--- src/rtl/universal_shift_register.sv ---
// DEPTH-stage, WIDTH-bit universal shift register: shift left/right, rotate, parallel load,
// hold and synchronous clear, with fill tracking and a registered shifted-out symbol.
module universal_shift_register #(
  parameter int unsigned DEPTH = 8,
  parameter int unsigned WIDTH = 1,
  localparam int unsigned CW   = $clog2(DEPTH + 1)
) (
  input  logic                   clk_i,
  input  logic                   reset_i,
  input  logic                   enable_i,
  input  logic                   clear_i,
  input  logic [1:0]             mode_i,
  input  logic                   rotate_i,
  input  logic [WIDTH-1:0]       serial_in_i,
  input  logic [DEPTH*WIDTH-1:0] load_data_i,
  output logic [DEPTH*WIDTH-1:0] out_o,
  output logic [WIDTH-1:0]       shift_out_o,
  output logic                   shift_out_valid_o,
  output logic [CW-1:0]          fill_count_o,
  output logic                   full_o
);

  localparam int unsigned TW = DEPTH * WIDTH;

  localparam logic [1:0] ModeHold  = 2'b00;
  localparam logic [1:0] ModeLeft  = 2'b01;
  localparam logic [1:0] ModeRight = 2'b10;
  localparam logic [1:0] ModeLoad  = 2'b11;

  logic [TW-1:0]    out_q, out_d;
  logic [WIDTH-1:0] shift_out_q, shift_out_d;
  logic             valid_q, valid_d;
  logic [CW-1:0]    fill_q, fill_d;
  logic             full;

  logic [WIDTH-1:0] top_sym, bot_sym;
  logic [CW-1:0]    fill_inc;

  assign full     = (fill_q == CW'(DEPTH));
  assign top_sym  = out_q[TW-1 -: WIDTH];
  assign bot_sym  = out_q[WIDTH-1:0];
  // Saturating count of symbols entered since the last reset, clear or load.
  assign fill_inc = full ? fill_q : fill_q + CW'(1);

  always_comb begin
    out_d       = out_q;
    shift_out_d = shift_out_q;
    valid_d     = 1'b0;
    fill_d      = fill_q;
    if (clear_i) begin
      out_d       = '0;
      shift_out_d = '0;
      fill_d      = '0;
    end else if (enable_i) begin
      unique case (mode_i)
        ModeHold: ;
        ModeLeft: begin
          out_d = {out_q[TW-WIDTH-1:0], rotate_i ? top_sym : serial_in_i};
          if (!rotate_i) begin
            shift_out_d = top_sym;
            valid_d     = full;
            fill_d      = fill_inc;
          end
        end
        ModeRight: begin
          out_d = {rotate_i ? bot_sym : serial_in_i, out_q[TW-1:WIDTH]};
          if (!rotate_i) begin
            shift_out_d = bot_sym;
            valid_d     = full;
            fill_d      = fill_inc;
          end
        end
        ModeLoad: begin
          out_d  = load_data_i;
          fill_d = CW'(DEPTH);
        end
        default: ;
      endcase
    end
  end

  always_ff @(posedge clk_i or posedge reset_i) begin
    if (reset_i) begin
      out_q       <= '0;
      shift_out_q <= '0;
      valid_q     <= 1'b0;
      fill_q      <= '0;
    end else begin
      out_q       <= out_d;
      shift_out_q <= shift_out_d;
      valid_q     <= valid_d;
      fill_q      <= fill_d;
    end
  end

  assign out_o             = out_q;
  assign shift_out_o       = shift_out_q;
  assign shift_out_valid_o = valid_q;
  assign fill_count_o      = fill_q;
  assign full_o            = full;

endmodule

--- config.mk ---
export PLATFORM = sky130hd
export DESIGN_NAME = universal_shift_register
export DESIGN_NICKNAME = d
export VERILOG_FILES = /design/src/rtl/universal_shift_register.sv
export SDC_FILE = /design/constraint.sdc
export NUM_CORES = 1
export LEC_CHECK = 0
export BUFFER_PORTS_ARGS = -buffer_cell sky130_fd_sc_hd__buf_4
export CORE_UTILIZATION = 40
export CTS_CLUSTER_DIAMETER = 30
export DETAILED_ROUTE_END_ITERATION = 6
export PLACE_DENSITY = 0.79
export SETUP_SLACK_MARGIN = 0.4
export SLEW_MARGIN = 25
export SYNTH_ARGS = -nofsm -noshare
export SYNTH_HDL_FRONTEND = slang
export SYNTH_SLANG_ARGS = --single-unit
--- constraint.sdc ---
create_clock -name clk_i -period 1.4 [get_ports clk_i]
set_input_delay 0.14 -clock clk_i [delete_from_list [all_inputs] [get_ports clk_i]]
set_output_delay 0.14 -clock clk_i [all_outputs]
set_load 0.02 [all_outputs]
After elaboration in Yosys (flattened, before gate mapping):

Cells that the tools add are included.

* register bits after elaboration: 14
* latch bits: 0
* RAM bits: 0
* ROM bits: 0
* bits of input ports: 16
* logic and storage cells: 40
* memories kept: 0

* add/subtract/negate cells: 1
* $mul: 0
* div/mod/pow operators: 0
* $lt $le $gt $ge: 0
* equal/unequal tests: 8
* shift-type cells: 0
* mux-type cells: 19
* bitwise logic cells: 0
* reductions and logical operators: 8

Operator list (count)
* case mux 8 bit (3 select lines): 1
* 2-to-1 mux 4 bit: 4
* 2-to-1 mux 8 bit: 2
* != test 3 bit (second input constant): 4
* 2-to-1 mux 1 bit: 10
* case mux 4 bit (2 select lines): 1
* AND reduction 4 bit: 2
* nonzero test 3 bit: 2
* adder 4 x 1 -> 4 bit (second input constant): 1
* == test 2 bit (second input constant): 2
* == test 4 bit (second input constant): 1
* nonzero test 4 bit: 1
* == test 2 x 1 -> 1 bit (second input constant): 1
* case mux 1 bit (2 select lines): 1
* AND reduction 2 bit: 1
* nonzero test 2 bit: 1
* OR reduction 2 bit: 1

Longest topological paths before layout:

* depth after elaboration: 6
* depth in mapped cells: 6
* depth with buffers taken out: 6

Least setup slack after synthesis:

Ideal clock, no wire load.

* path type: reg2reg
* start point: register fill_q[0], in the netlist fill_count_o[0]
* end point: register fill_q[2], in the netlist fill_count_o[2]
* data arrival time: 1.591 ns
* data required time: 1.282 ns
* setup slack: -0.309 ns
* cell stages (with the launch flop): 7
* path buffers: 0
* clock period less this slack: 1.709 ns
* path through: dfrtp_1 > inv_1 > ha_1 > and3b_4 > o41ai_4 > o31ai_1 > a21o_1

* elaborated cells on any way between the ends: 9
* classes of those cells: 1 x add/sub; 2 x eq/ne; 5 x mux; 1 x reduce/logical

RTL lines
* from (decl): line 33 `logic [CW-1:0] fill_q, fill_d;`
* from (signal assigned): line 92 `fill_q <= fill_d;`
* == test 4 bit: line 39 `assign full = (fill_q == CW'(DEPTH));`
* named net full_o: line 20 `output logic full_o`
* != test 3 bit (no line)
* AND reduction 4 bit (no line)

The timed path passes the listed nets, and every way through them passes these cells. The select of a mux whose other input is x is not followed.
A chain may end at the register's enable or synchronous reset.

Worst setup path after layout:

* start point: register fill_q[0], in the netlist fill_count_o[0]
* end point: output full_o

* word-level cells in the longest chain between the ends: 1

RTL lines (line)
* == test 4 bit: 39
* to (decl): 20

Every way passes these cells.

==> summary.txt <==
GRT
  – GRT Total Usage: 0.2622
  – Total grt overflow: 0
  – Largest net degree at the start of global routing: 17
  – Antenna violations before repair: 0
  – First-pass GRT wire length: 4.816 mm
  – Vias in the first global route: 1014

Worst setup path
  – Critical Path Start Type: flop
  – Crit-path max FO: 3
  – Worst setup EP type: output port
  – Worst EP required: 1260 ps
  – Critical path class: reg2out
  – Arr. time, crit path: 1360 ps

Drt
  – Vias: 1058
  – Remaining DRCs: 0
  – Via density: 5.911
  – Iter 0 DRT Violations: 23
  – Detailed-route wire length: 3.446 mm
  – Avg WL per Cell: 19.25 microns
  – Routed Antenna Nets: 0
  – DR pass1 iterations: 7

Clocking
  – CTS sink cnt: 14
  – Htree depth: 1
  – CTS Buf Count: 3
  – Clock Tree Buf Depth: 2
  – Root buffer cell: clkbuf_4
  – Clock latency on the worst-skew pair: 290 ps
  – TritonCTS clock tree: yes
  – Clock-pin slew on the worst setup and hold paths: 90 ps

Power and ir drop
  – Logic pwr share: 0.427
  – Total Power: 1.351 mW
  – Clock share of power: 0.228
  – Sw power: 461.6 uW
  – Maximum vdd drop: 682.4 uV
  – Pint: 889.3 uW
  – PwrDens: 807.6 mW/mm^2
  – LEAKAGE: 0.7756 nW
  – Register share of total power: 0.346
  – Net Sw Frac: 0.3417

Place
  – Post-DP HPWL: 1.855 mm
  – Dpl cell area: 0.001295 sq mm
  – Placer Congestion: 0.8887
  – Cells after DPL: 158
  – IO buf count: 30

Yosys
  – Warnings from Yosys: 0
  – Syn avg cell area: 9.808 sq um
  – Net Count, Synth: 115
  – Ys flop type: dfrtp_1
  – Sequential share of the synthesized area: 0.3841
  – Mapped cell area: 912.1 sq um
  – Post-synth ARST share: 1.000
  – Synth cell types: 28
  – Number of synthesized flops with an enable pin: 0
  – Gate Count Post-Synth: 93
  – Synthesized flop and latch total: 14

STA
  – Final Skew: 2.729 ps
  – Final setup violation count: 5
  – Max Fclk: 668.7 MHz
  – Final worst path period share: 1.068
  – Slew @ Worst Pin: 554.4 ps
  – RSZ-0062 raised after global routing: yes
  – Min Hold Slack: 152.7 ps
  – Max Slew Vio Count: 0
  – Slew Limit Headroom: 0.6300
  – Post-layout minimum cycle time: 1495 ps
  – Final hold viol count: 0
  – Setup slack after layout: -95.36 ps

Floorplanning
  – Core area: 0.002042 sq mm
  – IO Count: 31
  – Chip Width: 49.75 microns
  – Std cell rows: 16
  – Initial Util: 0.4467
  – Die height: 49.75 microns
  – Die area: 0.002475 sq mm

Final layout
  – Ratio of cells with drive above 1 in the final layout: 0.6974
  – Final Instance Count excl. Fillers: 179
  – Antenna diodes: 0
  – Syn-to-layout area delta: 83.40%
  – Most frequent cells in the layout: buf_4, buf_6, dfrtp_1, nor2_1, a311oi_2
  – Commonest non-fill, non-tap cell in the layout: buf_4
  – Post-route design area: 0.001673 sq mm
  – Final net count: 175

Outcome
  – Outcome: complete, but fails checks
  – Failing checks: negative setup slack

Flow run
  – Max_cap viols: 0

Min path
  – HP Class: in2reg
[what timing repair did]
| action | in CTS | in global routing |
|---|---|---|
| gates cloned | 0 | 0 |
| setup buffers | 13 | 3 |
| gates resized for setup | 27 | 27 |
| pin swaps | 12 | 8 |
| setup endpoints to repair | 26 | 26 |
| hold buffers | 1 | 0 |
| endpoints found under the hold margin | 14 | 0 |
[kinds of logic (layout without fill, tap and decap cells)]
family | count (synthesis) | count (layout) | share of synthesized area
compound gates | 28 | 28 | 0.2730
fa+ha+maj | 6 | 6 | 0.08230
buf+inv | 13 | 72 | 0.06448
flops | 14 | 14 | 0.3841
mux | 4 | 4 | 0.04801
simple gates | 28 | 28 | 0.1481
[state kept, by name, summed over array words and instances (netlist names)]
name / flops
shift_out_valid_o: 1
out_o: 8
shift_out_o: 1
fill_count_o: 4
[path summary, 6_finish.rpt]
path	from	to	slack (ps)	cells past startpoint
worst max-delay path	fill_count_o[0]	full_o	-100	5
worst min-delay path	clear_i	out_o[4]	150	2
worst max register to register	fill_count_o[0]	fill_count_o[2]	-90	6
worst min register to register	fill_count_o[2]	fill_count_o[2]	630	2
max in group asynchronous	reset_i	out_o[0]	550	3
min in group asynchronous	reset_i	out_o[5]	450	3
[layout make-up]
class | count | area (sq um)
Multi-Input combinational cell | 66 | 661.9
Sequential cell | 14 | 355.3
Inverter | 9 | 41.29
Fill cell | 119 | 369.1
Tap cell | 27 | 33.78
Timing Repair Buffer | 59 | 544.3
Clock buffer | 4 | 36.28
[critical path, cell delays in order (launching register included)]
cell	delay, ps
dfrtp_2	420
inv_2	80
ha_4	120
and3b_4	230
buf_6	110
buf_6	100
[routing by layer]
metal | global-route usage | share of wire | vias to the layer above | wire [microns]
li1 | - | - | 465 | -
met1 | 0.3090 | 0.38 | 521 | 1324
met2 | 0.4550 | 0.54 | 54 | 1852
met3 | 0.04321 | 0.043 | 18 | 147
met4 | 0.1286 | 0.035 | 0 | 121
met5 | 0 | 0 | - | 0
[synth_stat cells, types with 2 or more instances]
| library cell | number | share of area |
|---|---|---|
| a22oi_1 | 8 | 0.066 |
| a311oi_1 | 8 | 0.077 |
| buf_2 | 2 | 0.011 |
| dfrtp_1 | 14 | 0.38 |
| ha_1 | 6 | 0.082 |
| inv_1 | 7 | 0.029 |
| inv_2 | 2 | 0.0082 |
| mux2_2 | 3 | 0.037 |
| nand2_1 | 9 | 0.037 |
| nand3_1 | 3 | 0.016 |
| nor2_1 | 11 | 0.045 |
| o2111ai_1 | 2 | 0.019 |
| o21ai_0 | 3 | 0.016 |
[power by group through the flow]
| stage | combinational [mW] | sequential, mW | clock (mW) |
|---|---|---|---|
| CTS | 0.486 | 0.461 | 0.302 |
| detailed placement | 0.383 | 0.475 | 0 |
| finish | 0.576 | 0.467 | 0.307 |
| floorplan | 0.168 | 0.513 | 0 |
| global route | 0.609 | 0.471 | 0.326 |
| global placement | 0.368 | 0.473 | 0 |
[through the flow]
step	utilization	setup slack, ps	TNS (ps)
floorplan	-	-191.4	-392.3
global placement	0.6342	-4.950	-4.950
detailed placement	0.6342	-75.94	-205.6
CTS	0.7543	-90.47	-365.9
global route	0.8192	-146.7	-665.0
finish	0.8192	-95.36	-382.1
No activity file was read; power rests on OpenSTA's default activity.
